### src/rtl/pipe_stage_buffer.sv
// Pipeline register between two stages with stall hold and multi-cycle flush bubbles.
// Optional stall/bubble statistics counters are built when PIPE_STAGE_BUFFER_STATS_EN is defined.
module pipe_stage_buffer #(
  parameter int CTRL_W    = 16,
  parameter int DATA_W    = 52,
  parameter int FLUSH_CYC = 1
) (
  input  logic              clk,
  input  logic              rst,
  input  logic              stall,
  input  logic              flush,
  input  logic              in_valid,
  input  logic [CTRL_W-1:0] in_ctrl,
  input  logic [DATA_W-1:0] in_data,
  output logic              out_valid,
  output logic [CTRL_W-1:0] out_ctrl,
  output logic [DATA_W-1:0] out_data,
  output logic              flushing
`ifdef PIPE_STAGE_BUFFER_STATS_EN
  ,
  output logic [15:0]       stall_count,
  output logic [15:0]       bubble_count
`endif
);

  localparam logic [0:0] ST_RUN   = 1'b0;
  localparam logic [0:0] ST_FLUSH = 1'b1;
  localparam logic [3:0] CNT_INIT = 4'(FLUSH_CYC - 1);

  logic [0:0]        state_q, state_d;
  logic [3:0]        flush_cnt_q, flush_cnt_d;
  logic              out_valid_q, out_valid_d;
  logic [CTRL_W-1:0] out_ctrl_q, out_ctrl_d;
  logic [DATA_W-1:0] out_data_q, out_data_d;

  // Priority: flush, then the flush countdown, then stall, then a normal load.
  always_comb begin
    state_d     = state_q;
    flush_cnt_d = flush_cnt_q;
    out_valid_d = out_valid_q;
    out_ctrl_d  = out_ctrl_q;
    out_data_d  = out_data_q;
    if (flush) begin
      state_d     = ST_FLUSH;
      flush_cnt_d = CNT_INIT;
      out_valid_d = 1'b0;
      out_ctrl_d  = '0;
    end else if (state_q == ST_FLUSH) begin
      out_valid_d = 1'b0;
      out_ctrl_d  = '0;
      if (flush_cnt_q == 4'd0) begin
        state_d = ST_RUN;
      end else begin
        flush_cnt_d = flush_cnt_q - 4'd1;
      end
    end else if (!stall) begin
      out_valid_d = in_valid;
      out_ctrl_d  = in_valid ? in_ctrl : '0;
      out_data_d  = in_data;
    end
  end

  always_ff @(posedge clk or posedge rst) begin
    if (rst) begin
      state_q     <= ST_RUN;
      flush_cnt_q <= 4'd0;
      out_valid_q <= 1'b0;
      out_ctrl_q  <= '0;
      out_data_q  <= '0;
    end else begin
      state_q     <= state_d;
      flush_cnt_q <= flush_cnt_d;
      out_valid_q <= out_valid_d;
      out_ctrl_q  <= out_ctrl_d;
      out_data_q  <= out_data_d;
    end
  end

  assign out_valid = out_valid_q;
  assign out_ctrl  = out_ctrl_q;
  assign out_data  = out_data_q;
  // Decoded from the state flop only, so no input reaches this output combinationally.
  assign flushing  = (state_q == ST_FLUSH);

`ifdef PIPE_STAGE_BUFFER_STATS_EN
  logic [15:0] stall_count_q, stall_count_d;
  logic [15:0] bubble_count_q, bubble_count_d;
  logic        stall_hit, bubble_hit;

  // A flush edge taken while already in FLUSH counts as a single bubble edge.
  assign stall_hit  = (state_q == ST_RUN) && stall && !flush;
  assign bubble_hit = flush || (state_q == ST_FLUSH);

  always_comb begin
    stall_count_d  = stall_count_q;
    bubble_count_d = bubble_count_q;
    if (stall_hit && (stall_count_q != 16'hFFFF)) begin
      stall_count_d = stall_count_q + 16'd1;
    end
    if (bubble_hit && (bubble_count_q != 16'hFFFF)) begin
      bubble_count_d = bubble_count_q + 16'd1;
    end
  end

  always_ff @(posedge clk or posedge rst) begin
    if (rst) begin
      stall_count_q  <= 16'd0;
      bubble_count_q <= 16'd0;
    end else begin
      stall_count_q  <= stall_count_d;
      bubble_count_q <= bubble_count_d;
    end
  end

  assign stall_count  = stall_count_q;
  assign bubble_count = bubble_count_q;
`endif

endmodule
### config.mk
export PLATFORM = sky130hd
export DESIGN_NAME = pipe_stage_buffer
export DESIGN_NICKNAME = d
export VERILOG_FILES = /design/src/rtl/pipe_stage_buffer.sv
export SDC_FILE = /design/constraint.sdc
export NUM_CORES = 1
export LEC_CHECK = 0
export BUFFER_PORTS_ARGS = -buffer_cell sky130_fd_sc_hd__clkbuf_2
export CAP_MARGIN = 10
export CORE_UTILIZATION = 48
export CTS_CLUSTER_DIAMETER = 30
export DETAILED_ROUTE_END_ITERATION = 7
export PLACE_DENSITY = 0.89
export RECOVER_POWER = 50
export SLEW_MARGIN = 20
export SYNTH_ARGS = -nofsm -noshare
export SYNTH_HDL_FRONTEND = slang
export SYNTH_SLANG_ARGS = --single-unit
export TNS_END_PERCENT = 5
### constraint.sdc
create_clock -name clk -period 3.3 [get_ports clk]
set_input_delay 0.495 -clock clk [delete_from_list [all_inputs] [get_ports clk]]
set_output_delay 0.495 -clock clk [all_outputs]
set_load 0.02 [all_outputs]
==> impl_results.md, run 1 <==
* Port Buffers at 142
* Mean Syn Cell Area at about 16 µm²
* Num CTS Buffers at 9
* Worst R2R Path Depth at 4
* H-tree Lvls at 3
* Chip Width at 78.7 µm
* Total power at around 0.0036 W
* CTS Hold Bufs at 0
* Routability Congestion at 0.771
* Final setup viols at 0
* P&R area growth vs syn at 34.3%
* Worst-path clk slew at 0.08 ns
* Clock Power Share at a little under a quarter
* Synth area leader: dfrtp_1
* Worst min path class: in2reg
* Slew Viols, Final at 75
* Clk buf depth at 2
* Routed via count at just under 2000
* Final antenna-violating net count at 0
* Clk_lat worst skew at approximately 0.33 ns
* Logic pwr share at between 30% and 40%
* Worst-margin pin slew at around 1.8 ns
* R2r setup slk at 1.40 ns
* Switching power share of the total at between 30% and 40%
* Post-synth EDFFs at 0
* FF-to-FF End: out_ctrl[6]$_DFFE_PP0P_
* Largest stage delay on the critical path at 0.55 ns
* Most frequent cell after synthesis: dfrtp_1
* Post CTS Setup Buffer Count at 0
* Max_slew headroom at -18.3%
* Arrival @ worst endpoint at approximately 2.2 ns
* Max cap viols at 1
* TritonCTS clock tree: yes
* FMAX at between 0.5 and 0.6 GHz
* Placement Rows at 27
* Filler Cell Count at between 400 and 500
* Asr flop ratio synth at 100%
* Crit. Startpoint: flushing$_DFF_PP0_
* Routed WL per cell at 14.1 µm
* Critical Path Fanout Max at 34
* HPWL Detailed at 4190 µm
* Sw power at around 0.0013 W
* Min Hold Slack at about 0.38 ns
* Critical Path, Cell by Cell: nor3_4 > buf_4 > and2_1 > a22o_1
* Congestion Overflow GR at 0
* Sequential Power Share at roughly 40%
* Slowest stage cell, crit path: and2_1
* Via density at slightly below 5
* Min Tclk post-route at approximately 1.9 ns
* Initial antenna violation count at 0
* Leakage at around 1.9 nW
* Final WL at between 5000 and 6000 µm
* Detailed Routing Iterations Pass 1 at 3
* CP Depth at 4
* Starting density of the core at between 50% and 60%
* Drc violations at 0
* Reg2reg start: flushing$_DFF_PP0_
* Layout cells sized above 1 at ~56%
* Die Y-Extent at 78.7 µm
* Die ar. at 6190 µm²
* Peak supply drop at between 400 and 500 µV
* Skew final at roughly 0.004 ns
* Final setup TNS at 0 ns
* Critical path class: reg2reg
* Post-synthesis sequential area ratio at between 60% and 70%
* Worst path bufs/invs at 1
* Failing checks: max-capacitance violations, max-slew violations
* Cells after Synth at between 150 and 200
* Status: finished, violations left
* Post_cts resized at 0
* Clock Sinks at 74
* Worst EP required at roughly 3.6 ns
* Critical Path Sink Type: flip-flop
* CTS root buffer: clkbuf_8
* Vias in the first global route at around 2000
* Pin count of the biggest net entering global routing at 75
* Mapped Nets at approximately 250
* Worst path top cell family by delay: simple AND/OR/NAND/NOR gates
* PwrDens at ~960 nW/µm²
* Syn. warnings at 0
* CP Launch Type: flip-flop
* Yosys cell types at 21
* CP Capture Point: out_ctrl[6]$_DFFE_PP0P_
* Synth cell count leaders: dfrtp_1, mux2_2, a22o_1
* Core area at roughly 5600 µm²
* First-pass GRT wire length at approximately 9000 µm
* Number of diodes at 0
* Synth top area share at between 60% and 70%
* Endpoints failing hold at 0
* Ports at ~140
* RSZ-0062 raised after global routing: no
* All-Layer GR Usage at 19.4%
* Post-synth top flop: dfrtp_1
* Mapped cell area at ~2800 µm²
* Layout net count at 399
* FF+latch count, synth at 74
* Synth top area cells: dfrtp_1, mux2_2, a22o_1
* Final worst path period share at about 58%
* Initial drt markers at 66
* Internal power at about 0.0023 W
stage by stage:
step / util, % / cell area [µm²] / cells / worst slack (ns)
after floorplan: - / 2820 / 177 / 0.923
after detailed placement: 64.5 / 3600 / 385 / 1.14
after CTS: 69.0 / 3850 / 401 / 1.36
after global routing: 68.0 / 3790 / 401 / 1.09
final: 68.0 / 3790 / 401 / 1.40
after global placement: 64.5 / 3600 / 385 / 1.21
cell usage in the layout, fill, tap and decap left out, drive strengths merged:
| master | synthesis | routed |
|---|---|---|
| a21o | 1 | 1 |
| a21oi | 1 | 1 |
| a22o | 16 | 16 |
| and2 | 1 | 1 |
| buf | 9 | 2 |
| bufinv | 0 | 3 |
| clkbuf | 0 | 153 |
| clkinv | 0 | 1 |
| clkinvlp | 0 | 2 |
| dfrtp | 74 | 74 |
| ha | 2 | 2 |
| inv | 3 | 3 |
| mux2 | 54 | 54 |
| mux2i | 1 | 1 |
| nand2 | 2 | 2 |
| nand2b | 1 | 1 |
| nor2 | 6 | 6 |
| nor3 | 1 | 1 |
| nor3b | 1 | 1 |
| nor4b | 1 | 1 |
| o21a | 1 | 1 |
| or2 | 1 | 1 |
| or3b | 1 | 1 |
cells by family (layout without fill, tap and decap cells):
family	count (synthesis)	in the layout	synth area share, %
fa+ha+maj	2	2	0.886
mux	55	55	21.9
compound gates	19	19	5.67
flops	74	74	65.6
simple gates	15	15	3.37
buf+inv	12	164	2.57
routing by layer:
metal	GRT usage (%)	vias up	wire, µm
met4	9.44	0	90
met2	32.8	74	2890
met3	4.30	8	367
met1	23.5	934	2310
li1	-	923	-
met5	0	-	0
power by group through the flow:
stage	registers, W	clock network (W)	logic [W]
finish	0.00146	0.000845	0.00134
global route	0.00151	0.000906	0.00143
CTS	0.00147	0.000863	0.00141
detailed placement	0.00149	0	0.00140
global placement	0.00145	0	0.00136
floorplan	0.00189	0	0.000490
registers in the layout, summed over array words and instances, names as in the netlist:
| name | count |
|---|---|
| out_ctrl | 16 |
| out_valid | 1 |
| flushing | 1 |
| flush_cnt_q | 4 |
| out_data | 52 |
worst reg2reg max path, cell delays in order (launching register included):
cell and delay, ns:
dfrtp_1 0.47, nor3_4 0.20, buf_4 0.39, and2_1 0.56, a22o_1 0.22
how the worst min path moves through the flow:
stage	startpoint	endpoint	slack, ns	cells after the start
6_report	in_ctrl[11]	out_ctrl[11]$_DFFE_PP0P_	0.38	2
5_1_grt	in_ctrl[13]	out_ctrl[13]$_DFFE_PP0P_	0.36	2
2_1_floorplan	flush_cnt_q[3]$_DFFE_PP0P_	flush_cnt_q[3]$_DFFE_PP0P_	0.50	2
3_5_place_dp	out_valid$_DFFE_PP0P_	out_valid$_DFFE_PP0P_	0.47	1
3_3_place_gp	out_valid$_DFFE_PP0P_	out_valid$_DFFE_PP0P_	0.46	1
4_1_cts	rst	out_data[39]$_DFFE_PP0P_	0.24	3
cell type report:
class | count | area, µm² | share of cell area, %
Sequential cell | 74 | 1850 | 48.8
Multi-Input combinational cell | 91 | 898 | 23.7
Timing Repair Buffer | 145 | 688 | 18.2
Clock buffer | 10 | 138 | 3.63
Clock inverter | 6 | 114 | 3.00
Tap cell | 72 | 90.1 | 2.38
Inverter | 3 | 11.3 | 0.297
Note: power is estimated with default switching activity, not from simulation.
==> inputs of run 2 (changes only) <==
- CORE_UTILIZATION: 48 -> 45
- PLACE_DENSITY: 0.89 -> 0.84
- clock period: 3.3 -> 1.8 ns (I/O delays scaled with it)
==> impl_results.md, run 2 (synthesis gave the netlist of run 1 again) <==
* Final antenna-violating net count at 0 (unchanged)
* Max_slew headroom at 1.10% (was -18.3%)
* Post-route cell area at 3780 µm² (was 3790 µm²)
* Arrival @ worst endpoint at 1.81 ns (was 2.17 ns)
* Routed via count at 1950 (was 1939)
* Worst-margin pin slew at 1.48 ns (was 1.77 ns)
* Vias in the first global route at 1897 (was 1954)
* Clock Sinks at 74 (unchanged)
* First-pass GRT wire length at 8820 µm (was 8980 µm)
* Commonest cells after routing, fill and taps aside: clkbuf_2, dfrtp_1, mux2_2 (unchanged)
* FMAX at 0.648 GHz (was 0.527 GHz)
* Number of diodes at 0 (unchanged)
* Via density at 4.79 (was 4.84)
* H-tree Lvls at 3 (unchanged)
* Endpoints failing hold at 0 (unchanged)
* Layout net count at 403 (was 399)
* Layout cells sized above 1 at 55.4% (was 56.2%)
* Final worst path period share at 85.7% (was 57.5%)
* Chip Width at 81.2 µm (was 78.7 µm)
* Worst path top cell family by delay: flip-flops (was simple AND/OR/NAND/NOR gates)
* Slew Viols, Final at 0 (was 75)
* Die Y-Extent at 81.2 µm (was 78.7 µm)
* CP Launch Type: flip-flop (unchanged)
* Largest stage delay on the critical path at 0.47 ns (was 0.55 ns)
* PwrDens at 1690 nW/µm² (was 960 nW/µm²)
* Post_cts resized at 0 (unchanged)
* TritonCTS clock tree: yes (unchanged)
* CTS Hold Bufs at 0 (unchanged)
* Post CTS Setup Buffer Count at 0 (unchanged)
* Worst path bufs/invs at 2 (was 1)
* Core area at 5990 µm² (was 5570 µm²)
* Critical Path Fanout Max at 26 (was 34)
* Placed cell count at 392 (was 385)
* Min Hold Slack at 0.150 ns (was 0.379 ns)
* Skew final at 0.0117 ns (was 0.00392 ns)
* Most common cell after layout, fill and taps aside: clkbuf_2 (unchanged)
* CTS root buffer: clkbuf_8 (unchanged)
* Congestion Overflow GR at 0 (unchanged)
* Clk buf depth at 2 (unchanged)
* Num CTS Buffers at 9 (unchanged)
* Worst-path clk slew at 0.08 ns (about the same)
* Peak supply drop at 880 µV (was 448 µV)
* Placement Rows at 28 (was 27)
* Pin count of the biggest net entering global routing at 47 (was 75)
* Initial antenna violation count at 0 (unchanged)
* RSZ-0062 raised after global routing: no (unchanged)
* Leakage at 1.87 nW (was 1.88 nW)
* Critical Path Sink Type: flip-flop (unchanged)
* Routability Congestion at 0.779 (was 0.771)
* Ports at 143 (unchanged)
* Initial drt markers at 65 (was 66)
* Drc violations at 0 (unchanged)
* Non-filler cells, final at 407 (was 401)
* Critical path class: reg2reg (unchanged)
* Worst min path class: in2reg (unchanged)
* Final WL at 5810 µm (was 5660 µm)
* Final setup viols at 0 (unchanged)
* Slowest stage cell, crit path: dfrtp_1 (was and2_1)
* Max reg flops at 52 (unchanged)
* All-Layer GR Usage at 18.4% (was 19.4%)
* Worst EP required at 2.07 ns (was 3.57 ns)
* Placed Area at 3650 µm² (was 3600 µm²)
* Critical Path, Cell by Cell: nor3_4 > buf_12 > and2_1 > buf_4 > a22o_1 (was nor3_4 > buf_4 > and2_1 > a22o_1)
* Port Buffers at 142 (unchanged)
* Detailed Routing Iterations Pass 1 at 4 (was 3)
* Starting density of the core at 47.1% (was 50.6%)
* Final setup TNS at 0 ns (unchanged)
* Status: completed (was finished, violations left)
* Max cap viols at 0 (was 1)
* Routed WL per cell at 14.3 µm (was 14.1 µm)
* Die ar. at 6590 µm² (was 6190 µm²)
* HPWL Detailed at 4350 µm (was 4190 µm)
* Clk_lat worst skew at 0.33 ns (about the same)
* P&R area growth vs syn at 33.9% (was 34.3%)
* Min Tclk post-route at 1.54 ns (was 1.90 ns)
[run 2: changes by cell type in the layout (fill, tap and decap cells not counted), sizes merged]
cell and delta:
inv -1, clkinv +1, clkinvlp -1, buf +3, bufinv -2, clkbuf +3
[run 2: area by class of cell]
class,count,area [µm²]
clock buffers,12,145
clock inverters,3,40.0
fillers,477,2210
inverters,3,12.5
multi-input cells,91,898
flip-flops and latches,74,1850
well taps,75,93.8
repair buffers,149,737
[run 2: per-stage QoR]
stage | total power, W | utilization [%] | setup slack, ns
2_1_floorplan | 0.00436 | - | 0.277
3_3_place_gp | 0.00520 | 60.9 | 0.309
3_5_place_dp | 0.00532 | 60.9 | 0.244
4_1_cts | 0.00655 | 64.0 | 0.234
5_1_grt | 0.00679 | 63.1 | 0.148
6_report | 0.00638 | 63.1 | 0.257
[run 2: layer usage]
metal,routed length [µm],GRT usage (%),up-vias
li1,-,-,930
met1,2400,22.1,936
met2,2960,30.8,76
met3,368,5.73,8
met4,76,7.50,0
met5,0,0,-
[run 2: path summary, 6_finish.rpt]
check | endpoint | from | cells after the start | slack (ns)
min in group asynchronous | out_data[26]$_DFFE_PP0P_ | rst | 3 | 0.30
setup / recovery | out_ctrl[15]$_DFFE_PP0P_ | flushing$_DFF_PP0_ | 5 | 0.26
hold / removal | out_ctrl[14]$_DFFE_PP0P_ | in_ctrl[14] | 2 | 0.15
max in group asynchronous | out_data[20]$_DFFE_PP0P_ | rst | 3 | 0.48
hold reg to reg | out_valid$_DFFE_PP0P_ | out_valid$_DFFE_PP0P_ | 1 | 0.49
setup reg to reg | out_ctrl[15]$_DFFE_PP0P_ | flushing$_DFF_PP0_ | 5 | 0.26
[run 2: report_power, final]
group	leakage (nW)	internal, W	switching (W)
logic	0.859	0.00103	0.00145
clock network	0.0962	0.000668	0.000558
registers	0.917	0.00232	0.000349
